`src/rtl/rv32i_pc_gen_pkg.sv`:
```
// Shared types and constants for the RV32IM fetch PC generator.
package rv32i_pkg;

  typedef enum logic [1:0] {
    BOOT = 2'd0,
    RUN  = 2'd1,
    PEND = 2'd2
  } pc_state_e;

  localparam int unsigned PC_INC   = 32'd4;
  // Widest PC the pending buffer can hold; narrower PCs are zero-extended.
  localparam int unsigned PC_MAX_W = 32'd32;

  typedef struct packed {
    logic                valid;
    logic                is_trap;
    logic [PC_MAX_W-1:0] target;
  } pc_pend_t;

  function automatic logic is_word_aligned(input logic [1:0] lsb);
    is_word_aligned = (lsb == 2'b00);
  endfunction

endpackage

```
`src/rtl/rv32i_pc_gen_if.sv`:
```
// Fetch-side bus of the PC generator: control in from EX/MEM/WB, PC out to IMEM and IF/ID.
interface rv32i_pc_gen_if #(
  parameter int WIDTH = 32
);
  logic             i_stall;
  logic             i_redirect;
  logic [WIDTH-1:0] i_redirect_target;
  logic             i_trap;
  logic [WIDTH-1:0] o_pc;
  logic [WIDTH-1:0] o_pc_plus4;
  logic             o_valid;
  logic             o_flush;
  logic             o_misalign;
  logic [WIDTH-1:0] o_bad_addr;

  modport slave (
    input  i_stall, i_redirect, i_redirect_target, i_trap,
    output o_pc, o_pc_plus4, o_valid, o_flush, o_misalign, o_bad_addr
  );

  modport master (
    output i_stall, i_redirect, i_redirect_target, i_trap,
    input  o_pc, o_pc_plus4, o_valid, o_flush, o_misalign, o_bad_addr
  );
endinterface

```
`src/rtl/rv32i_pc_gen_next_sel.sv`:
```
// Next-PC priority mux with redirect-target alignment handling.
// Misaligned targets trap only when RV32I_PC_MISALIGN_EN is defined; otherwise bits [1:0] are cleared.
module rv32i_pc_next_sel
  import rv32i_pkg::*;
#(
  parameter int               WIDTH       = 32,
  parameter logic [WIDTH-1:0] TRAP_VECTOR = WIDTH'(32'h0000_0100)
) (
  input  logic [WIDTH-1:0] i_pc,
  input  logic             i_trap,
  input  logic             i_redirect,
  input  logic [WIDTH-1:0] i_redirect_target,
  input  pc_pend_t         i_pend,
  output logic [WIDTH-1:0] o_next_pc,
  output logic             o_flush,
  output logic             o_misalign,
  output logic [WIDTH-1:0] o_bad_addr
);

  logic [WIDTH-1:0] w_seq_pc;
  logic [WIDTH-1:0] w_pri_pc;
  logic             w_pri_flush;
  logic             w_use_tgt;
  logic [WIDTH-1:0] w_tgt;

  assign w_seq_pc = i_pc + WIDTH'(PC_INC);

  // Fixed-priority source select: live trap, live redirect, pending trap, pending target, sequential.
  always_comb begin
    w_pri_pc    = w_seq_pc;
    w_pri_flush = 1'b0;
    w_use_tgt   = 1'b0;
    w_tgt       = '0;
    if (i_trap) begin
      w_pri_pc    = TRAP_VECTOR;
      w_pri_flush = 1'b1;
    end else if (i_redirect) begin
      w_use_tgt = 1'b1;
      w_tgt     = i_redirect_target;
    end else if (i_pend.valid && i_pend.is_trap) begin
      w_pri_pc    = TRAP_VECTOR;
      w_pri_flush = 1'b1;
    end else if (i_pend.valid) begin
      w_use_tgt = 1'b1;
      w_tgt     = i_pend.target[WIDTH-1:0];
    end else begin
      w_pri_pc = w_seq_pc;
    end
  end

  // Resolve a selected redirect target into the final next PC.
  always_comb begin
    o_next_pc  = w_pri_pc;
    o_flush    = w_pri_flush;
    o_misalign = 1'b0;
    o_bad_addr = '0;
    if (w_use_tgt) begin
      o_flush = 1'b1;
`ifdef RV32I_PC_MISALIGN_EN
      if (!is_word_aligned(w_tgt[1:0])) begin
        o_next_pc  = TRAP_VECTOR;
        o_misalign = 1'b1;
        o_bad_addr = w_tgt;
      end else begin
        o_next_pc = w_tgt;
      end
`else
      o_next_pc = w_tgt & ~WIDTH'(32'd3);
`endif
    end else begin
      o_next_pc = w_pri_pc;
    end
  end

endmodule

```
`src/rtl/rv32i_pc_gen.sv`:
```
// Fetch program-counter generator: BOOT/RUN/PEND FSM, PC register and stall-safe redirect buffer.
// Optional misaligned-target trapping is enabled by defining RV32I_PC_MISALIGN_EN.
module rv32i_pc_gen
  import rv32i_pkg::*;
#(
  parameter int               WIDTH        = 32,
  parameter logic [WIDTH-1:0] RESET_VECTOR = '0,
  parameter logic [WIDTH-1:0] TRAP_VECTOR  = WIDTH'(32'h0000_0100)
) (
  input  logic                clk,
  input  logic                rst,
  rv32i_pc_gen_if.slave       bus
);

  localparam logic [1:0] ST_BOOT = BOOT;
  localparam logic [1:0] ST_RUN  = RUN;
  localparam logic [1:0] ST_PEND = PEND;

  logic [1:0]       r_state;
  logic [WIDTH-1:0] r_pc;
  logic             r_valid;
  logic             r_flush;
  logic             r_misalign;
  logic [WIDTH-1:0] r_bad_addr;
  pc_pend_t         r_pend;

  logic [WIDTH-1:0] w_next_pc;
  logic             w_flush;
  logic             w_misalign;
  logic [WIDTH-1:0] w_bad_addr;

  rv32i_pc_next_sel #(
    .WIDTH       (WIDTH),
    .TRAP_VECTOR (TRAP_VECTOR)
  ) u_next_sel (
    .i_pc              (r_pc),
    .i_trap            (bus.i_trap),
    .i_redirect        (bus.i_redirect),
    .i_redirect_target (bus.i_redirect_target),
    .i_pend            (r_pend),
    .o_next_pc         (w_next_pc),
    .o_flush           (w_flush),
    .o_misalign        (w_misalign),
    .o_bad_addr        (w_bad_addr)
  );

  // FSM, PC register and pending-redirect buffer.
  always_ff @(posedge clk or posedge rst) begin
    if (rst) begin
      r_state    <= ST_BOOT;
      r_pc       <= RESET_VECTOR;
      r_valid    <= 1'b0;
      r_flush    <= 1'b0;
      r_misalign <= 1'b0;
      r_bad_addr <= '0;
      r_pend     <= '0;
    end else begin
      case (r_state)
        ST_BOOT: begin
          r_state    <= ST_RUN;
          r_valid    <= 1'b1;
          r_flush    <= 1'b0;
          r_misalign <= 1'b0;
          r_bad_addr <= '0;
        end
        ST_RUN, ST_PEND: begin
          if (!bus.i_stall) begin
            r_pc       <= w_next_pc;
            r_flush    <= w_flush;
            r_misalign <= w_misalign;
            r_bad_addr <= w_bad_addr;
            r_pend     <= '0;
            r_state    <= ST_RUN;
          end else begin
            r_flush    <= 1'b0;
            r_misalign <= 1'b0;
            r_bad_addr <= '0;
            // A buffered trap is sticky; only a newer trap may replace it.
            if (bus.i_trap) begin
              r_pend  <= '{valid: 1'b1, is_trap: 1'b1, target: '0};
              r_state <= ST_PEND;
            end else if (bus.i_redirect && !(r_pend.valid && r_pend.is_trap)) begin
              r_pend  <= '{valid: 1'b1, is_trap: 1'b0,
                           target: PC_MAX_W'(bus.i_redirect_target)};
              r_state <= ST_PEND;
            end else begin
              r_state <= r_state;
            end
          end
        end
        default: begin
          r_state <= ST_BOOT;
          r_pend  <= '0;
        end
      endcase
    end
  end

  assign bus.o_pc       = r_pc;
  assign bus.o_pc_plus4 = r_pc + WIDTH'(PC_INC);
  assign bus.o_valid    = r_valid;
  assign bus.o_flush    = r_flush;
`ifdef RV32I_PC_MISALIGN_EN
  assign bus.o_misalign = r_misalign;
  assign bus.o_bad_addr = r_bad_addr;
`else
  assign bus.o_misalign = 1'b0;
  assign bus.o_bad_addr = '0;
`endif

endmodule
```
`src/flat_wrapper.sv`:
```
// flat-port wrapper written by rule: the top's interface ports become plain ports
module rv32i_pc_gen_flat import rv32i_pkg::*;
#(
  parameter int               WIDTH        = 32,
  parameter logic [WIDTH-1:0] RESET_VECTOR = '0,
  parameter logic [WIDTH-1:0] TRAP_VECTOR  = WIDTH'(32'h0000_0100)
)
  (clk, rst, bus_i_stall, bus_i_redirect, bus_i_redirect_target, bus_i_trap, bus_o_pc, bus_o_pc_plus4, bus_o_valid, bus_o_flush, bus_o_misalign, bus_o_bad_addr);
  rv32i_pc_gen_if #(.WIDTH(WIDTH)) bus_i ();
  input  logic clk;
  input  logic rst;
  input wire logic [$bits(bus_i.i_stall)-1:0] bus_i_stall;
  input wire logic [$bits(bus_i.i_redirect)-1:0] bus_i_redirect;
  input wire logic [$bits(bus_i.i_redirect_target)-1:0] bus_i_redirect_target;
  input wire logic [$bits(bus_i.i_trap)-1:0] bus_i_trap;
  output wire logic [$bits(bus_i.o_pc)-1:0] bus_o_pc;
  output wire logic [$bits(bus_i.o_pc_plus4)-1:0] bus_o_pc_plus4;
  output wire logic [$bits(bus_i.o_valid)-1:0] bus_o_valid;
  output wire logic [$bits(bus_i.o_flush)-1:0] bus_o_flush;
  output wire logic [$bits(bus_i.o_misalign)-1:0] bus_o_misalign;
  output wire logic [$bits(bus_i.o_bad_addr)-1:0] bus_o_bad_addr;
  assign bus_i.i_stall = bus_i_stall;
  assign bus_i.i_redirect = bus_i_redirect;
  assign bus_i.i_redirect_target = bus_i_redirect_target;
  assign bus_i.i_trap = bus_i_trap;
  assign bus_o_pc = bus_i.o_pc;
  assign bus_o_pc_plus4 = bus_i.o_pc_plus4;
  assign bus_o_valid = bus_i.o_valid;
  assign bus_o_flush = bus_i.o_flush;
  assign bus_o_misalign = bus_i.o_misalign;
  assign bus_o_bad_addr = bus_i.o_bad_addr;
  rv32i_pc_gen #(.WIDTH(WIDTH), .RESET_VECTOR(RESET_VECTOR), .TRAP_VECTOR(TRAP_VECTOR)) u_core (.clk(clk), .rst(rst), .bus(bus_i));
endmodule
```
`config.mk`:
```
export PLATFORM = sky130hd
export DESIGN_NAME = rv32i_pc_gen_flat
export DESIGN_NICKNAME = d
export VERILOG_FILES = /design/src/rtl/rv32i_pc_gen_pkg.sv /design/src/rtl/rv32i_pc_gen_if.sv /design/src/rtl/rv32i_pc_gen_next_sel.sv /design/src/rtl/rv32i_pc_gen.sv /design/src/flat_wrapper.sv
export SDC_FILE = /design/constraint.sdc
export NUM_CORES = 1
export LEC_CHECK = 0
export CORE_ASPECT_RATIO = 1.4
export CORE_MARGIN = 2
export CORE_UTILIZATION = 45
export CTS_CLUSTER_DIAMETER = 120
export DETAILED_ROUTE_END_ITERATION = 10
export GPL_TIMING_DRIVEN = 0
export HOLD_SLACK_MARGIN = 0.12
export PLACE_DENSITY = 0.78
export SYNTH_ARGS = -nofsm -noshare
export SYNTH_HDL_FRONTEND = slang
export SYNTH_SLANG_ARGS = --single-unit
```
`constraint.sdc`:
```
create_clock -name clk -period 2.5 [get_ports clk]
set_clock_uncertainty 0.15 [all_clocks]
set_input_delay 0.25 -clock clk [delete_from_list [all_inputs] [get_ports clk]]
set_output_delay 0.25 -clock clk [all_outputs]
set_load 0.02 [all_outputs]
```
==> flow_summary.yaml <==
run_status:
  failed_checks: "setup timing"
  status: "finished, violations left"
routing:
  drc: 0
  wl_per_cell_um: 17.9
  drt-initial-drc-count: 599
  ant_nets: 0
  via_per_inst: 5.75
  first_pass_iters: 5
  wirelength_um: 14200
  vias: 4568
critical_path:
  path_cells: "nand4_4 -> or4_4 -> nor2_4 -> nand4_1 -> xnor2_1 -> buf_4"
  crit_slowest_cell: "or4_4"
  end_kind: "output pin"
  timing.critical_path.buf_inv: 1
  r2r_end: "u_core.r_pend[9]"
  timing_worst_setup_path_type: "register to output pin"
  path_delay_family: "simple AND/OR/NAND/NOR gates"
  crit_path_start_kind: "register"
  r2r_cells: 9
  rrSetupSlack_ns: 0.13
  worstPathRequired_ns: 2.10
  worstPathArrival_ns: 2.13
  slowest_delay_ns: 0.61
  r2r-start: "u_core.r_state[0]"
  crit_path_max_fanout: 5
cts:
  cts_root_buf: "clkbuf_16"
  clk_latency_ns: 0.33
  clkSinkCount: 66
  cts_hold_buf: 0
  cts_buffer_depth: 2
  clkTransAtPathRegs_ns: 0.06
  htreeDepth: 3
  cts_tree: "yes"
  numCtsBuffers: 9
logic_synthesis:
  syn_avg_cell_area_um2: 8.54
  synth_edf_count: 0
  synthFlopType: "dfrtp_1"
  synth_async_sr_flop_share_pct: 100
  ys_seq_elements: 66
  synthCells: 498
  yosysWarnings: 0
  synth.yosys.seq_area_share_pct: 38.8
  synth_cell_types: 53
  synth_area_mm2: 0.00425
final_layout:
  drive_gt1_share_pct: 25.0
  fin_area_mm2: 0.00624
  final_nets: 722
  syn2layout_area_growth_pct: 46.9
  final_cell_mix: "buf_4 (87), nand2_1 (82), clkdlybuf4s50_1 (69)"
  nFillCells: 748
  layout_commonest_cell: "buf_4"
  fin_util_pct: 67.1
  num_antenna_cells: 0
global_routing:
  grt_pass1_wl_um: 21400
  grt_pass1_vias: 4316
  track_usage_pct: 27.0
  antenna_found_initial: 0
  grt_max_degree: 38
  overflow: 0
flow_run:
  drv_cap: 0
timing:
  finalHoldViolations: 0
  drv_slew: 0
  fin_ws_ns: -0.0326
  fin_crit_sh_pct: 101
  fmax_ghz: 0.395
  whs_ns: 0.201
  fin_crit_ns: 2.53
  final-setup-viol-count: 6
  rsz0062_at_grt: "yes"
  worstMarginPinSlew_ns: 0.797
  slew_headroom_pct: 46.5
placed_design:
  dpl.hpwl_um: 9900
  place_area_mm2: 0.00549
  port_buffers: 94
  globalplace.congestion: 0.890
power:
  pwr-share-seq_pct: 29.4
  power_frac_clock_pct: 17.2
  pwr-share-comb_pct: 53.4
  power.density_mw_per_mm2: 1060
  switchingPower_uw: 2910
  switching_share_pct: 44.0
  p_int_uw: 3710
  power_uw: 6620
  vdd_drop_max_uv: 486
  p_leak_uw: 0.00287
floorplan:
  io_pins: 136
  die_x_um: 86.2
  core-area_mm2: 0.00930
  initial_core_util_pct: 45.7
  die_area_mm2: 0.0103
  rows: 42
  die_y_um: 119
hold_path:
  min_path_type: "input pin to async pin"
power by group through the flow:
stage / Sequential, uW / Combinational, uW / Clock [uW]
after detailed placement: 1960 / 3220 / 0
after global routing: 1990 / 3770 / 1200
after floorplan: 2110 / 1610 / 0
final: 1940 / 3540 / 1140
after CTS: 1900 / 3360 / 1140
after global placement: 1930 / 3150 / 0
layout make-up:
cell class | count | area, um^2 | share of cell area (%)
Buffer | 72 | 449 | 7.19
Clock buffer | 13 | 260 | 4.17
Inverter | 13 | 48.8 | 0.782
Multi-Input combinational cell | 383 | 2460 | 39.4
Sequential cell | 66 | 1670 | 26.8
Tap cell | 110 | 138 | 2.20
Timing Repair Buffer | 137 | 1220 | 19.5
worst register-to-register path: stages (launching register included):
cell and delay (ns):
dfrtp_1 0.39, inv_1 0.09, ha_4 0.29, and3b_1 0.15, clkbuf_1 0.20, a21boi_4 0.27
or2_2 0.14, buf_2 0.19, clkbuf_2 0.24, o21ai_0 0.13
through the flow:
| stage | instances | TNS (ns) | setup slack [ns] |
|---|---|---|---|
| final | 794 | -0.122 | -0.0326 |
| after global routing | 794 | -0.774 | -0.102 |
| after CTS | 779 | -0.251 | -0.0821 |
| after detailed placement | 739 | -13.09 | -0.506 |
| after global placement | 738 | -59.46 | -0.729 |
| after floorplan | 534 | 0 | 0.0468 |
Yosys cell counts (all sizes together) (2+ instances only):
cell type  number  area (um^2)
mux2i          17          170
a22oi          12         90.1
nand3          12         60.1
a22o            7         61.3
a31oi           3         18.8
xnor2          22          193
nor3            9         50.1
buf            48          329
nand4          11         81.3
a221o           4         40.0
xor2            6         52.6
o311ai          4         35.0
a21oi          16         80.1
or2             2         12.5
ha              3         37.5
o32a            7         70.1
and2            2         12.5
a21o            3         22.5
and3            4         26.3
o32ai           6         52.6
nand2b          4         25.0
clkbuf         24         90.1
nor2           19         71.3
and4            2         18.8
nor2b           3         18.8
or3             5         31.3
inv            13         48.8
dfrtp          66         1650
nand2          83          312
nor4            4         55.1
o21ai          58          290
o22ai           7         43.8
flip-flops by register name, summed over array words and instances, names as in the netlist:
name,cells
u_core.r_pend,32
u_core.bus.o_pc,30
u_core.r_state,2
u_core.bus.o_flush,1
u_core.bus.o_valid,1
per-layer routing:
metal  up-vias  routed length, um  global-route usage [%]
li1       2059                  -                       -
met2       318               7250                    45.2
met3        56               1250                    3.95
met1      2135               5090                    31.5
met4         0                602                    17.6
met5         -                  0                       0
logic make-up after synthesis:
| family | count (synthesis) | synth area share, % |
|---|---|---|
| AND/OR/NAND/NOR | 164 | 19.0 |
| buffers and inverters | 85 | 11.0 |
| multiplexers | 18 | 4.27 |
| AO/OA/AOI/OAI | 133 | 20.1 |
| adder cells (fa/ha/maj) | 3 | 0.883 |
| other | 1 | 0.0882 |
| XOR/XNOR | 28 | 5.77 |
| flip-flops | 66 | 38.8 |
how the worst max path moves through the flow:
stage | slack, ns | start | depth (start not counted) | endpoint
finish | -0.03 | u_core.bus.o_pc[14] | 6 | bus_o_pc_plus4[31]
global route | -0.10 | u_core.bus.o_pc[14] | 5 | bus_o_pc_plus4[28]
CTS | -0.08 | u_core.bus.o_pc[10] | 7 | bus_o_pc_plus4[31]
detailed placement | -0.51 | u_core.bus.o_pc[2] | 6 | bus_o_pc_plus4[30]
global placement | -0.73 | rst | 2 | u_core.bus.o_pc[16]
floorplan | 0.05 | u_core.bus.o_pc[10] | 6 | bus_o_pc_plus4[31]
repair_timing:
item,CTS,global route
gates resized for setup,138,32
setup endpoints to repair,63,63
buffers inserted,27,15
pin swaps,14,13
Power figures use the tool's default switching activity.
==> RTL edit 1, RTL diff (same flow settings) <==
Add a define of `RV32I_PC_MISALIGN_EN`.
--- a/src/rtl/rv32i_pc_gen_next_sel.sv
+++ b/src/rtl/rv32i_pc_gen_next_sel.sv
@@ -2,2 +2,4 @@
 // Misaligned targets trap only when RV32I_PC_MISALIGN_EN is defined; otherwise bits [1:0] are cleared.
+`define RV32I_PC_MISALIGN_EN
+
 module rv32i_pc_next_sel
Behaviour: not the same (Yosys sat finds a counterexample within 4 cycles, from zero or initial values and one cycle with rst high).
==> RTL edit 1 against the original RTL <==
- the flow still finishes with violations (negative setup slack)
- final area grew 28%
- wire length rose by 37%
- sequential cell count is 37 higher
- power grew 15%
- setup slack lost 220 ps
- sequential power increased by 27%
- worst hold slack improved by 9.7 ps
- area after synthesis up 25%
- critical path type unchanged
- largest power group unchanged
==> RTL edit 1: results (changes against the original RTL) <==
| Metric | Value |
|---|---|
| Grt met2 use | `0.499 (+0.0472)` |
| Worst setup margin | `-255 ps (-222 ps)` |
| Met2 wire len | `9830 um (+36%)` |
| Setup_tns | `-1360 ps (-1240 ps)` |
| Port buffer count | `135 (+44%)` |
| CP arrival | `2360 ps (+230 ps)` |
| Max FFs per register | `34 (+6.3%)` |
| Met1 WL | `7110 um (+40%)` |
| Clk_lat worst skew | `360 ps (+30 ps)` |
| Vias/cell | `6.08 (+5.7%)` |
| Max_slew headroom | `0.494 (+0.0296)` |
| DP Wirelength | `12,800 um (+29%)` |
| Placed Cells | `872 (+18%)` |
| Global routing usage on met3 | `0.0473 (+0.00777)` |
| Leak | `3.59 nW (+25%)` |
| Post-Synth Adder-Cell Area | `0.00704 (-0.00179)` |
| Nets | `829 (+15%)` |
| Library cells used by synthesis | `49 (-7.5%)` |
| Gr usage total | `0.303 (+0.0331)` |
| Final Wtd Congestion | `0.905 (+1.7%)` |
| First-pass GRT wire length | `29,400 um (+37%)` |
| Share of cells above drive strength 1 | `0.220 (-0.0296)` |
| Sw Ratio | `0.412 (-0.0278)` |
| Largest net degree at the start of global routing | `42 (+11%)` |
| Largest cells by area after synthesis | `dfrtp_1 48%, o21ai_0 8.9%, nand2_1 8.1%` |
| Max VDD drop | `0.000671 V (+38%)` |
| Mux contribution to synthesized area | `0.0697 (+0.0270)` |
| Status | `finished, violations left` |
| Xor/xnor share of the synthesized area | `0.0460 (-0.0117)` |
| Failing checks | `negative setup slack` |
| Final setup viols | `13 (+7)` |
| Vias | `5,725 (+25%)` |
| Drt first-iter violations | `578 (-3.5%)` |
[RTL edit 1: worst paths after layout]
path | start | to | slack [ps] | cells past startpoint
worst max-delay path | u_core.bus.o_pc[15] | bus_o_pc_plus4[23] | -260 | 5
worst min-delay path | rst | u_core.bus.o_bad_addr[13] | 210 | 2
worst max register to register | u_core.bus.o_pc[15] | u_core.bus.o_pc[23] | -60 | 7
worst min register to register | u_core.bus.o_valid | u_core.bus.o_valid | 320 | 1
max in group asynchronous | rst | u_core.r_pend[27] | 1080 | 4
min in group clk | u_core.bus.o_valid | u_core.bus.o_valid | 320 | 1
[RTL edit 1: per-stage QoR]
stage | area (um2) | utilization
detailed placement | 6950 | 0.594
floorplan | 5380 | -
finish | 8020 | 0.686
global placement | 6910 | 0.591
CTS | 7820 | 0.668
global route | 8020 | 0.686
[RTL edit 1: critical path, cell delays in order, from the launching register on]
cell and delay, ps:
dfrtp_2 420, nand2_2 140, or4b_4 560, or4_4 550, xnor2_4 190, buf_6 140
[RTL edit 1: power groups by stage]
stage / registers (mW) / logic (mW) / clock network, mW
after floorplan: 2.61 / 1.45 / 0
after global placement: 2.46 / 2.94 / 0
after detailed placement: 2.48 / 3.01 / 0
after CTS: 2.43 / 3.22 / 1.72
after global routing: 2.50 / 3.61 / 1.80
final: 2.46 / 3.41 / 1.73
[RTL edit 1: repair_timing]
| action | in CTS | in global routing |
|---|---|---|
| resized for setup | 152 | 53 |
| endpoints found under the setup margin | 114 | 107 |
| pin swaps | 15 | 20 |
| buffers inserted | 37 | 22 |
[RTL edit 1: final cells by class]
cell class                 instances  area share
timing repair buffer             196       0.227
clock buffer                      10      0.0285
sequential                       103       0.324
clock inverter                     6      0.0165
tap                              147      0.0229
multi-input combinational        425       0.350
buffer                            36      0.0220
inverter                          18     0.00889
==> RTL edit 2, RTL diff (same settings) <==
Without the edit above. Reset style: synchronous (`rst`), changed in one clocked block.
--- a/src/rtl/rv32i_pc_gen.sv
+++ b/src/rtl/rv32i_pc_gen.sv
@@ -47,3 +47,3 @@
   // FSM, PC register and pending-redirect buffer.
-  always_ff @(posedge clk or posedge rst) begin
+  always_ff @(posedge clk) begin
     if (rst) begin
Formal check against the unedited RTL: differs if rst is asserted again (counterexample within 4 cycles, from zero or initial values and one cycle with rst high); with rst held inactive, the same outputs for 4 cycles.
==> RTL edit 2 against the original RTL <==
- critical path type unchanged
- area after synthesis rose by 9.4%
- wire length rose by 15%
- sequential cell count did not move
- non-clock buffer count fell by 7
- setup slack improved by 40 ps
- critical endpoint unchanged
- final area rose by 5.5%
- sequential share of layout area fell by 6.0 points
- largest cell class unchanged
- core utilization fell by 1.3 points
Power is not compared: it rests on default switching activity, and its combinational part moved more than twofold at a synthesized area within 25%.
==> RTL edit 2: results (changes against the original RTL) <==
| Metric | Value |
|---|---|
| Fraction of registers with async set/reset | `0 (-1.00)` |
| Clk_lat worst skew | `between 300 and 400 ps` |
| Share of cells above drive strength 1 | `0.245 (-0.00510)` |
| Htree depth | `3 (unchanged)` |
| First drt pass iteration count | `6 (+1)` |
| Area post-placement | `5900 um2 (+7.5%)` |
| Vias in the first global route | `4,967 (+15%)` |
| Top_reg_cell synth | `dfxtp_1` |
| Nets | `770 (+6.6%)` |
| FF-to-FF setup slack | `60 ps (-70 ps)` |
| Vias | `5,130 (+12%)` |
| First-pass GRT wire length | `25,400 um (+18%)` |
| Worst reg-to-reg path cell count | `7 (-2)` |
| Gr usage total | `0.282 (+0.0124)` |
| Largest net degree at the start of global routing | `12 (-68%)` |
| Port buffer count | `94 (unchanged)` |
| Post-Route WL | `16,300 um (+15%)` |
| Synth cell count leaders | `66 x dfxtp_1, 50 x nor2_1, 41 x buf_4` |
| CP arrival | `2090 ps (-40 ps)` |
| CP startpoint | `u_core.bus.o_pc[25]` |
| Slowest Stage Delay on Critical Path | `450 ps (-160 ps)` |
| Final setup viols | `0 (-6)` |
| Drt first-iter violations | `519 (-13%)` |
| Library cells used by synthesis | `62 (+17%)` |
| Sequential cell area fraction in the yosys report | `0.284 (-0.104)` |
| Status | `complete, no violations` |
| Largest cells by area after synthesis | `dfxtp_1 28%, mux2i_1 8.4%, buf_4 6.6%` |
| DP Wirelength | `11,600 um (+18%)` |
| FF-to-FF Start | `u_core.r_state[0]` |
| Max_slew headroom | `0.555 (+0.0899)` |
| Final Wtd Congestion | `0.983 (+10%)` |
| Min-delay worst type | `in -> reg` |
| Max FFs per register | `32 (unchanged)` |
| Crit-path slowest cell | `or4_4` |
| Max Fanout on Critical Path | `6 (+1)` |
| Max-Cap Viols | `0 (unchanged)` |
## RTL edit 2: changes by cell type in the layout (fill, tap and decap cells not counted), moves of 15 or more
cell,unedited run,this run
mux2i_1,17,39
nand2_1,82,29
and2_1,2,33
nor2_1,17,45
o21ai_0,57,6
dfrtp_2,16,0
nand3_1,8,23
dfxtp_1,0,45
dfrtp_1,50,0
## RTL edit 2: kinds of logic (layout without fill, tap and decap cells)
group | Yosys count | in the layout | synth area share
AND/OR/NAND/NOR | 215 | 215 | 0.262
buffers and inverters | 102 | 236 | 0.121
AO/OA/AOI/OAI | 101 | 101 | 0.162
flip-flops | 66 | 66 | 0.284
multiplexers | 50 | 50 | 0.111
XOR/XNOR | 27 | 27 | 0.0508
adder cells (fa/ha/maj) | 3 | 3 | 0.00807
other | 1 | 37 | 0.000806
## RTL edit 2: what timing repair did
action / 4_1_cts / 5_1_grt
hold buffers: 0 / 0
resized for setup: 119 / 35
pin swaps: 7 / 4
setup buffers: 11 / 15
setup endpoints to repair: 26 / 41
## RTL edit 2: power by group
group / internal, mW / total, mW / leakage, nW / switching, mW
combinational: 0.310 / 0.739 / 2.09 / 0.429
clock: 0.825 / 1.32 / 0.145 / 0.492
sequential: 1.08 / 1.13 / 0.547 / 0.0481
total: 2.22 / 3.19 / 2.78 / 0.969
## RTL edit 2: area by class of cell
cell class / instances / area [um2]
fillers: 872 / 3420
multi-input cells: 433 / 3060
well taps: 135 / 169
clock buffers: 12 / 256
repair buffers: 120 / 1080
clock inverters: 4 / 50.0
plain buffers: 82 / 536
flip-flops and latches: 66 / 1370
inverters: 18 / 67.6
## RTL edit 2: final timing paths
check | to
setup / recovery | bus_o_pc_plus4[31]
hold / removal | u_core.bus.o_pc[15]
setup reg to reg | u_core.bus.o_pc[14]
hold reg to reg | u_core.bus.o_valid
## RTL edit 2: metal layers
metal / vias to the layer above / wire length [um] / global-route usage
li1: 2321 / - / -
met1: 2387 / 5850 / 0.304
met2: 344 / 8060 / 0.487
met3: 78 / 1360 / 0.0599
met4: 0 / 1050 / 0.199
met5: - / 0 / 0
## RTL edit 2: per-stage QoR
stage | util | cells | hold WS (ps) | power (mW) | setup WS, ps
2_1_floorplan | - | 601 | 241 | 1.62 | 209
3_3_place_gp | 0.589 | 830 | 314 | 1.86 | -471
3_5_place_dp | 0.589 | 830 | 331 | 1.87 | -562
4_1_cts | 0.644 | 855 | 227 | 3.16 | 0.192
5_1_grt | 0.658 | 870 | 254 | 3.28 | -106
6_report | 0.658 | 870 | 236 | 3.19 | 6.97
## RTL edit 2: critical path, delay by kind of cell (launching register included)
kind	cells	cell delay, ps
flip-flops	1	430
AND/OR/NAND/NOR	3	780
buffers and inverters	2	370
XOR/XNOR	1	170
